File: src/rtl/wb_pkg.sv
// Shared types and constants for the writeback serializer.
//   WB_ADDR_W / WB_DATA_W : entry field widths (32 regs x 32 bits)
//   LANE0 / LANE1         : lane tag values carried in each queued entry
//   REG_ZERO              : hard-wired zero register, never written
//   wb_entry_t            : one queued register-file write
package wb_pkg;

  localparam int unsigned WB_ADDR_W = 5;
  localparam int unsigned WB_DATA_W = 32;

  localparam logic LANE0 = 1'b0;
  localparam logic LANE1 = 1'b1;

  localparam logic [WB_ADDR_W-1:0] REG_ZERO = '0;

  typedef struct packed {
    logic                 lane;
    logic [WB_ADDR_W-1:0] rd;
    logic [WB_DATA_W-1:0] data;
  } wb_entry_t;

endpackage

File: src/rtl/wb_fifo.sv
// Circular buffer of pending register-file writes.
//   clk, rst           : clock, asynchronous active-high reset
//   push_n             : number of entries pushed this cycle (0..2)
//   push_a, push_b     : first / second pushed entry (push_b only when push_n == 2)
//   pop                : remove head this cycle (caller guarantees count > 0)
//   head               : oldest entry
//   count              : occupied entries
//   cmp_addr1/2        : hazard query addresses
//   match1/2           : per-entry "valid and rd == cmp_addr" vectors
// The caller guarantees push_n never exceeds the free space.
module wb_fifo
  import wb_pkg::*;
#(
  parameter int unsigned DEPTH = 4
) (
  input  logic                   clk,
  input  logic                   rst,
  input  logic [1:0]             push_n,
  input  wb_entry_t              push_a,
  input  wb_entry_t              push_b,
  input  logic                   pop,
  output wb_entry_t              head,
  output logic [$clog2(DEPTH):0] count,
  input  logic [WB_ADDR_W-1:0]   cmp_addr1,
  input  logic [WB_ADDR_W-1:0]   cmp_addr2,
  output logic [DEPTH-1:0]       match1,
  output logic [DEPTH-1:0]       match2
);

  localparam int unsigned PTR_W = $clog2(DEPTH);
  localparam int unsigned CNT_W = PTR_W + 1;

  wb_entry_t        mem [DEPTH];
  logic [DEPTH-1:0] vld;
  logic [PTR_W-1:0] rd_ptr;
  logic [PTR_W-1:0] wr_ptr;
  logic [PTR_W-1:0] wr_nxt;

  assign wr_nxt = wr_ptr + PTR_W'(1);
  assign head   = mem[rd_ptr];

  // Pointers, occupancy flags and count; DEPTH is a power of two so pointers wrap naturally.
  // A pop and a push never touch the same slot: pushes need two free slots, pops need one full.
  always_ff @(posedge clk or posedge rst) begin
    if (rst) begin
      rd_ptr <= '0;
      wr_ptr <= '0;
      count  <= '0;
      vld    <= '0;
    end else begin
      if (pop) begin
        vld[rd_ptr] <= 1'b0;
      end
      if (push_n != 2'd0) begin
        vld[wr_ptr] <= 1'b1;
      end
      if (push_n == 2'd2) begin
        vld[wr_nxt] <= 1'b1;
      end
      rd_ptr <= rd_ptr + PTR_W'(pop);
      wr_ptr <= wr_ptr + PTR_W'(push_n);
      count  <= count + CNT_W'(push_n) - CNT_W'(pop);
    end
  end

  // Entry payload storage; only meaningful where vld is set.
  always_ff @(posedge clk) begin
    if (push_n != 2'd0) begin
      mem[wr_ptr] <= push_a;
    end
    if (push_n == 2'd2) begin
      mem[wr_nxt] <= push_b;
    end
  end

  // Per-entry destination compare for decode hazard lookup.
  always_comb begin
    match1 = '0;
    match2 = '0;
    for (int i = 0; i < int'(DEPTH); i++) begin
      match1[i] = vld[i] && (mem[i].rd == cmp_addr1);
      match2[i] = vld[i] && (mem[i].rd == cmp_addr2);
    end
  end

endmodule

File: src/rtl/wb_serializer.sv
// Writeback serializer: queues up to two retiring results per cycle (lane 0 older)
// and drains one register-file write per cycle onto port 3 (lane 0) or port 6 (lane 1).
//   clk, rst                   : clock, asynchronous active-high reset
//   in0_* / in1_*              : lane results (valid, destination, data)
//   in_ready                   : both lanes accepted this cycle (combinational)
//   WE3/AD3/WD3, WE6/AD6/WD6   : registered reg-file write ports; AD3 mirrors AD6 on port-6 writes
//   chk_addr1/2, chk_hit1/2    : decode pending-write hazard query (combinational)
//   count                      : occupied queue entries
//   empty                      : nothing queued and no write being driven
// Build option WB_COALESCE_EN: a same-cycle lane pair with equal nonzero rd enqueues only
// the lane-1 (younger) result.
module wb_serializer
  import wb_pkg::*;
#(
  parameter int unsigned ADDRESS_WIDTH = WB_ADDR_W,
  parameter int unsigned DATA_WIDTH    = WB_DATA_W,
  parameter int unsigned DEPTH         = 4
) (
  input  logic                     clk,
  input  logic                     rst,
  input  logic                     in0_valid,
  input  logic [ADDRESS_WIDTH-1:0] in0_rd,
  input  logic [DATA_WIDTH-1:0]    in0_data,
  input  logic                     in1_valid,
  input  logic [ADDRESS_WIDTH-1:0] in1_rd,
  input  logic [DATA_WIDTH-1:0]    in1_data,
  output logic                     in_ready,
  output logic                     WE3,
  output logic [ADDRESS_WIDTH-1:0] AD3,
  output logic [DATA_WIDTH-1:0]    WD3,
  output logic                     WE6,
  output logic [ADDRESS_WIDTH-1:0] AD6,
  output logic [DATA_WIDTH-1:0]    WD6,
  input  logic [ADDRESS_WIDTH-1:0] chk_addr1,
  input  logic [ADDRESS_WIDTH-1:0] chk_addr2,
  output logic                     chk_hit1,
  output logic                     chk_hit2,
  output logic [$clog2(DEPTH):0]   count,
  output logic                     empty
);

  localparam int unsigned CNT_W = $clog2(DEPTH) + 1;

  logic             acc0;
  logic             acc1;
  logic             coalesce;
  logic             push0;
  logic [1:0]       push_n;
  logic             pop;
  wb_entry_t        ent0;
  wb_entry_t        ent1;
  wb_entry_t        push_a;
  wb_entry_t        head;
  logic [DEPTH-1:0] match1;
  logic [DEPTH-1:0] match2;
  logic             out_hit1;
  logic             out_hit2;
  logic             in_hit1;
  logic             in_hit2;

  // Admission ignores the same-cycle pop so the producer sees a stable ready.
  assign in_ready = (count <= CNT_W'(DEPTH - 2));

  // Accepted, non-x0 results from each lane.
  assign acc0 = in_ready && in0_valid && (WB_ADDR_W'(in0_rd) != REG_ZERO);
  assign acc1 = in_ready && in1_valid && (WB_ADDR_W'(in1_rd) != REG_ZERO);

`ifdef WB_COALESCE_EN
  // The older write to the same rd would be overwritten immediately; keep only the younger.
  assign coalesce = acc0 && acc1 && (in0_rd == in1_rd);
`else
  assign coalesce = 1'b0;
`endif

  assign push0  = acc0 && !coalesce;
  assign push_n = {1'b0, push0} + {1'b0, acc1};

  assign ent0 = '{lane: LANE0, rd: WB_ADDR_W'(in0_rd), data: WB_DATA_W'(in0_data)};
  assign ent1 = '{lane: LANE1, rd: WB_ADDR_W'(in1_rd), data: WB_DATA_W'(in1_data)};

  // Compact pushes so a lone lane-1 result takes the first free slot.
  assign push_a = push0 ? ent0 : ent1;

  assign pop = (count != '0);

  wb_fifo #(
    .DEPTH (DEPTH)
  ) u_fifo (
    .clk       (clk),
    .rst       (rst),
    .push_n    (push_n),
    .push_a    (push_a),
    .push_b    (ent1),
    .pop       (pop),
    .head      (head),
    .count     (count),
    .cmp_addr1 (WB_ADDR_W'(chk_addr1)),
    .cmp_addr2 (WB_ADDR_W'(chk_addr2)),
    .match1    (match1),
    .match2    (match2)
  );

  // Output steering: lane tag selects the port; port-6 writes also drive AD3 for the
  // reg file's port-6 gating on AD3 != 0.
  always_ff @(posedge clk or posedge rst) begin
    if (rst) begin
      WE3 <= 1'b0;
      AD3 <= '0;
      WD3 <= '0;
      WE6 <= 1'b0;
      AD6 <= '0;
      WD6 <= '0;
    end else if (pop && (head.lane == LANE0)) begin
      WE3 <= 1'b1;
      AD3 <= ADDRESS_WIDTH'(head.rd);
      WD3 <= DATA_WIDTH'(head.data);
      WE6 <= 1'b0;
      AD6 <= '0;
      WD6 <= '0;
    end else if (pop) begin
      WE3 <= 1'b0;
      AD3 <= ADDRESS_WIDTH'(head.rd);
      WD3 <= '0;
      WE6 <= 1'b1;
      AD6 <= ADDRESS_WIDTH'(head.rd);
      WD6 <= DATA_WIDTH'(head.data);
    end else begin
      WE3 <= 1'b0;
      AD3 <= '0;
      WD3 <= '0;
      WE6 <= 1'b0;
      AD6 <= '0;
      WD6 <= '0;
    end
  end

  // Hazard sources: queued entries, the write on the ports now, and this cycle's inputs.
  assign out_hit1 = (WE3 && (AD3 == chk_addr1)) || (WE6 && (AD6 == chk_addr1));
  assign out_hit2 = (WE3 && (AD3 == chk_addr2)) || (WE6 && (AD6 == chk_addr2));
  assign in_hit1  = (acc0 && (in0_rd == chk_addr1)) || (acc1 && (in1_rd == chk_addr1));
  assign in_hit2  = (acc0 && (in0_rd == chk_addr2)) || (acc1 && (in1_rd == chk_addr2));

  assign chk_hit1 = (chk_addr1 != '0) && ((|match1) || out_hit1 || in_hit1);
  assign chk_hit2 = (chk_addr2 != '0) && ((|match2) || out_hit2 || in_hit2);

  assign empty = (count == '0) && !WE3 && !WE6;

endmodule

File: config.mk
export PLATFORM = sky130hd
export DESIGN_NAME = wb_serializer
export DESIGN_NICKNAME = d
export VERILOG_FILES = /design/src/rtl/wb_pkg.sv /design/src/rtl/wb_fifo.sv /design/src/rtl/wb_serializer.sv
export SDC_FILE = /design/constraint.sdc
export NUM_CORES = 1
export LEC_CHECK = 0
export ABC_AREA = 1
export BUFFER_PORTS_ARGS = -buffer_cell sky130_fd_sc_hd__buf_2
export CORE_ASPECT_RATIO = 1.4
export CORE_UTILIZATION = 40
export CTS_CLUSTER_DIAMETER = 80
export DETAILED_ROUTE_END_ITERATION = 10
export HOLD_SLACK_MARGIN = 0.08
export SLEW_MARGIN = 20
export SYNTH_ARGS = -nofsm -noshare
export SYNTH_HDL_FRONTEND = slang
export SYNTH_SLANG_ARGS = --single-unit
File: constraint.sdc
create_clock -name clk -period 7.7 [get_ports clk]
set_input_delay 1.54 -clock clk [delete_from_list [all_inputs] [get_ports clk]]
set_output_delay 1.54 -clock clk [all_outputs]
set_load 0.02 [all_outputs]
==> flow_summary.yaml <==
critical_path:
  r2r-end: "u_fifo.mem[3][24]$_DFFE_PP_"
  cp_max_fo: 39
  cp-end-kind: "register"
  crit_top_cell: "nor2_1"
  worstSetupStartpointType: "primary input"
  cp_top_family: "simple AND/OR/NAND/NOR gates"
  worstPathArrival_ns: 4.68
  cp.required_ns: 7.84
  reg2reg_setup_slack_ns: 3.77
  critical_path_class: "in2reg"
  cp_cell_sequence: "buf_2, inv_1, nand2_1, nor2_1, nor2_1, ha_1, nand3_2, nand2_2"
  critPathSlowestCell: "nand2_2"
  crit_buf_inv: 2
  reg2reg_depth: 6
  path_depth: 8
  cpPeakStageDelay_ns: 1.25
  timing.rr.start: "u_fifo.count[1]$_DFF_PP0_"
clock_tree:
  cts-htree-levels: 1
  ctsResizeCount: 0
  post-cts-setup-buffer-count: 0
  hold_buffers: 0
  clk_pin_slew_worst_paths_ns: 0.06
  cts_tree: "done"
  cts_max_path_buffers: 3
  cts_made_buffers: 25
  clock_sinks: 239
  clk_latency_ns: 0.55
  cts-root-buf: "clkbuf_16"
placement:
  place_congestion: 0.956
  dpl_cell_area_um2: 12500
  dpl.cell_count: 1665
  dpl_worst_slack_ns: 2.67
  dp.final_hpwl_mm: 21.4
  io_buffers: 170
floorplan:
  rows: 72
  num_io_pins: 171
  die_h_um: 202
  die_area_um2: 29300
  die_width_um: 145
  initial_utilization: 0.411
  design.core.area_um2: 27800
power:
  p_per_area_nw_per_um2: 400
  swShare: 0.414
  clkPwrFrac: 0.222
  p_int_mw: 3.13
  power_mw: 5.34
  comb_power_share: 0.402
  seqPwrFrac: 0.376
  switching_power_mw: 2.21
  leakage_nw: 5.99
  vdd_drop_max_v: 0.000240
route:
  drt_first_iter_violations: 568
  drt_wl_total_mm: 33.5
  drc: 0
  vias: 9213
  routed_via_density: 5.38
  wire_per_inst_um: 19.6
  drt_pre_antenna_iters: 5
  ant_nets: 0
layout:
  diodes: 0
  final_common_cell: "nand2_1"
  drive_gt1_frac: 0.222
  nNetsFinal: 1420
  fin_area_um2: 13400
  syn_to_final_growth_pct: 16.7
  final_cell_mix: "nand2_1 (276), buf_2 (170), o22ai_1 (151)"
  final_cells: 1712
  final_util: 0.480
yosys:
  synth_warnings: 0
  yosysUniqueCellTypes: 32
  synthesis.instances: 1191
  ys_ff_latch: 239
  syn_nets: 1288
  synth_area_um2: 11400
  synth_area_per_cell_um2: 9.61
  ys_seq_area_frac: 0.585
grt:
  grt_pass1_wl_mm: 51.1
  antenna_found_initial: 0
  grt_max_degree: 77
  grt_pass1_vias: 9149
  grt_overflow_total: 0
  track_usage: 0.227
timing:
  tns_ns: 0
  finalSetupViolCount: 0
  timing.final.hold_violations: 0
  fin_crit_ns: 4.54
  maxSlewHeadroom: 0.247
  rsz0062_at_grt: "no"
  finClkSkew_ns: 0.0269
  fin_hold_ws_ns: 0.483
  fin_crit_sh: 0.590
  slew_violations: 0
  worst_slack_ns: 3.16
  tightest_slew_ns: 1.13
  fmax_ghz: 0.220
outcome:
  status: "complete, no violations"
worst_hold_path:
  hold_path_class: "reg2reg"
  min_to: "u_fifo.mem[3][37]$_SDFFE_PP1P_"
  hp-start: "u_fifo.mem[3][37]$_SDFFE_PP1P_"
  hold_depth: 2
run:
  cap_violations: 0
[registers in the layout, summed over array words and instances, names as in the netlist]
name           cells
AD6                5
u_fifo.mem       152
WE6                1
u_fifo.wr_ptr      2
WE3                1
u_fifo.vld         4
WD3               32
u_fifo.rd_ptr      2
u_fifo.count       3
AD3                5
WD6               32
[synth_stat cells (all sizes together)]
library cell / count / share of area
edfxtp: 148 / 0.39
fa: 1 / 0.0017
nand2: 304 / 0.10
nand4: 1 / 0.00055
ha: 8 / 0.0087
nand3: 30 / 0.013
dfxtp: 4 / 0.0070
and2: 2 / 0.0011
clkinv: 1 / 0.00033
a221oi: 34 / 0.026
o2111ai: 2 / 0.0015
inv: 107 / 0.035
o22ai: 151 / 0.083
nor3: 6 / 0.0026
xor2: 12 / 0.0092
xnor2: 11 / 0.0084
a22oi: 1 / 0.00066
dfrtp: 87 / 0.19
o21ai: 64 / 0.040
clkbuf: 36 / 0.012
a21oi: 3 / 0.0016
nor2: 143 / 0.048
buf: 35 / 0.017
[cell families after synthesis]
| group | synth area share |
|---|---|
| and+or+nand+nor | 0.170 |
| adders and majority gates | 0.0105 |
| buffers and inverters | 0.0647 |
| AOI/OAI and AO/OA | 0.152 |
| xor gates and xnor gates | 0.0176 |
| DFF | 0.585 |
[worst max path at each step]
| stage | startpoint | endpoint | slack, ns |
|---|---|---|---|
| floorplan | chk_addr2[4] | chk_hit2 | 3.56 |
| global route | in1_rd[1] | u_fifo.mem[3][30]$_DFFE_PP_ | 2.95 |
| global placement | in1_rd[1] | u_fifo.mem[3][32]$_DFFE_PP_ | 2.76 |
| detailed placement | in1_rd[1] | u_fifo.mem[3][21]$_DFFE_PP_ | 2.67 |
| finish | in1_rd[1] | u_fifo.mem[3][24]$_DFFE_PP_ | 3.16 |
| CTS | chk_addr2[4] | chk_hit2 | 3.19 |
[worst min-delay path: cells and delay by family, from the launching register on]
family	cells	cell delay (ns)
flip-flops	1	0.33
AO/OA/AOI/OAI	1	0.08
buffers and inverters	1	0.05
[layer usage]
metal / GRT usage / routed length (um)
met2: 0.414 / 17600
met1: 0.266 / 13100
met4: 0.109 / 1160
met3: 0.0223 / 1670
met5: 0 / 0
[layout make-up]
| type | instances | area (um^2) |
|---|---|---|
| fill | 2640 | 14500 |
| sequential | 239 | 6700 |
| multi-input combinational | 773 | 4060 |
| timing repair buffer | 176 | 916 |
| clock buffer | 38 | 749 |
| tap | 370 | 463 |
| inverter | 108 | 410 |
| clock inverter | 8 | 52.6 |
[power groups by stage]
stage	logic [mW]	registers, mW	clock network [mW]
after floorplan	1.30	2.16	0
after global placement	2.14	2.03	0
after detailed placement	2.16	2.04	0
after CTS	2.17	2.01	1.19
after global routing	2.37	2.05	1.24
final	2.15	2.01	1.18
Note: power is estimated with default switching activity, not from simulation.
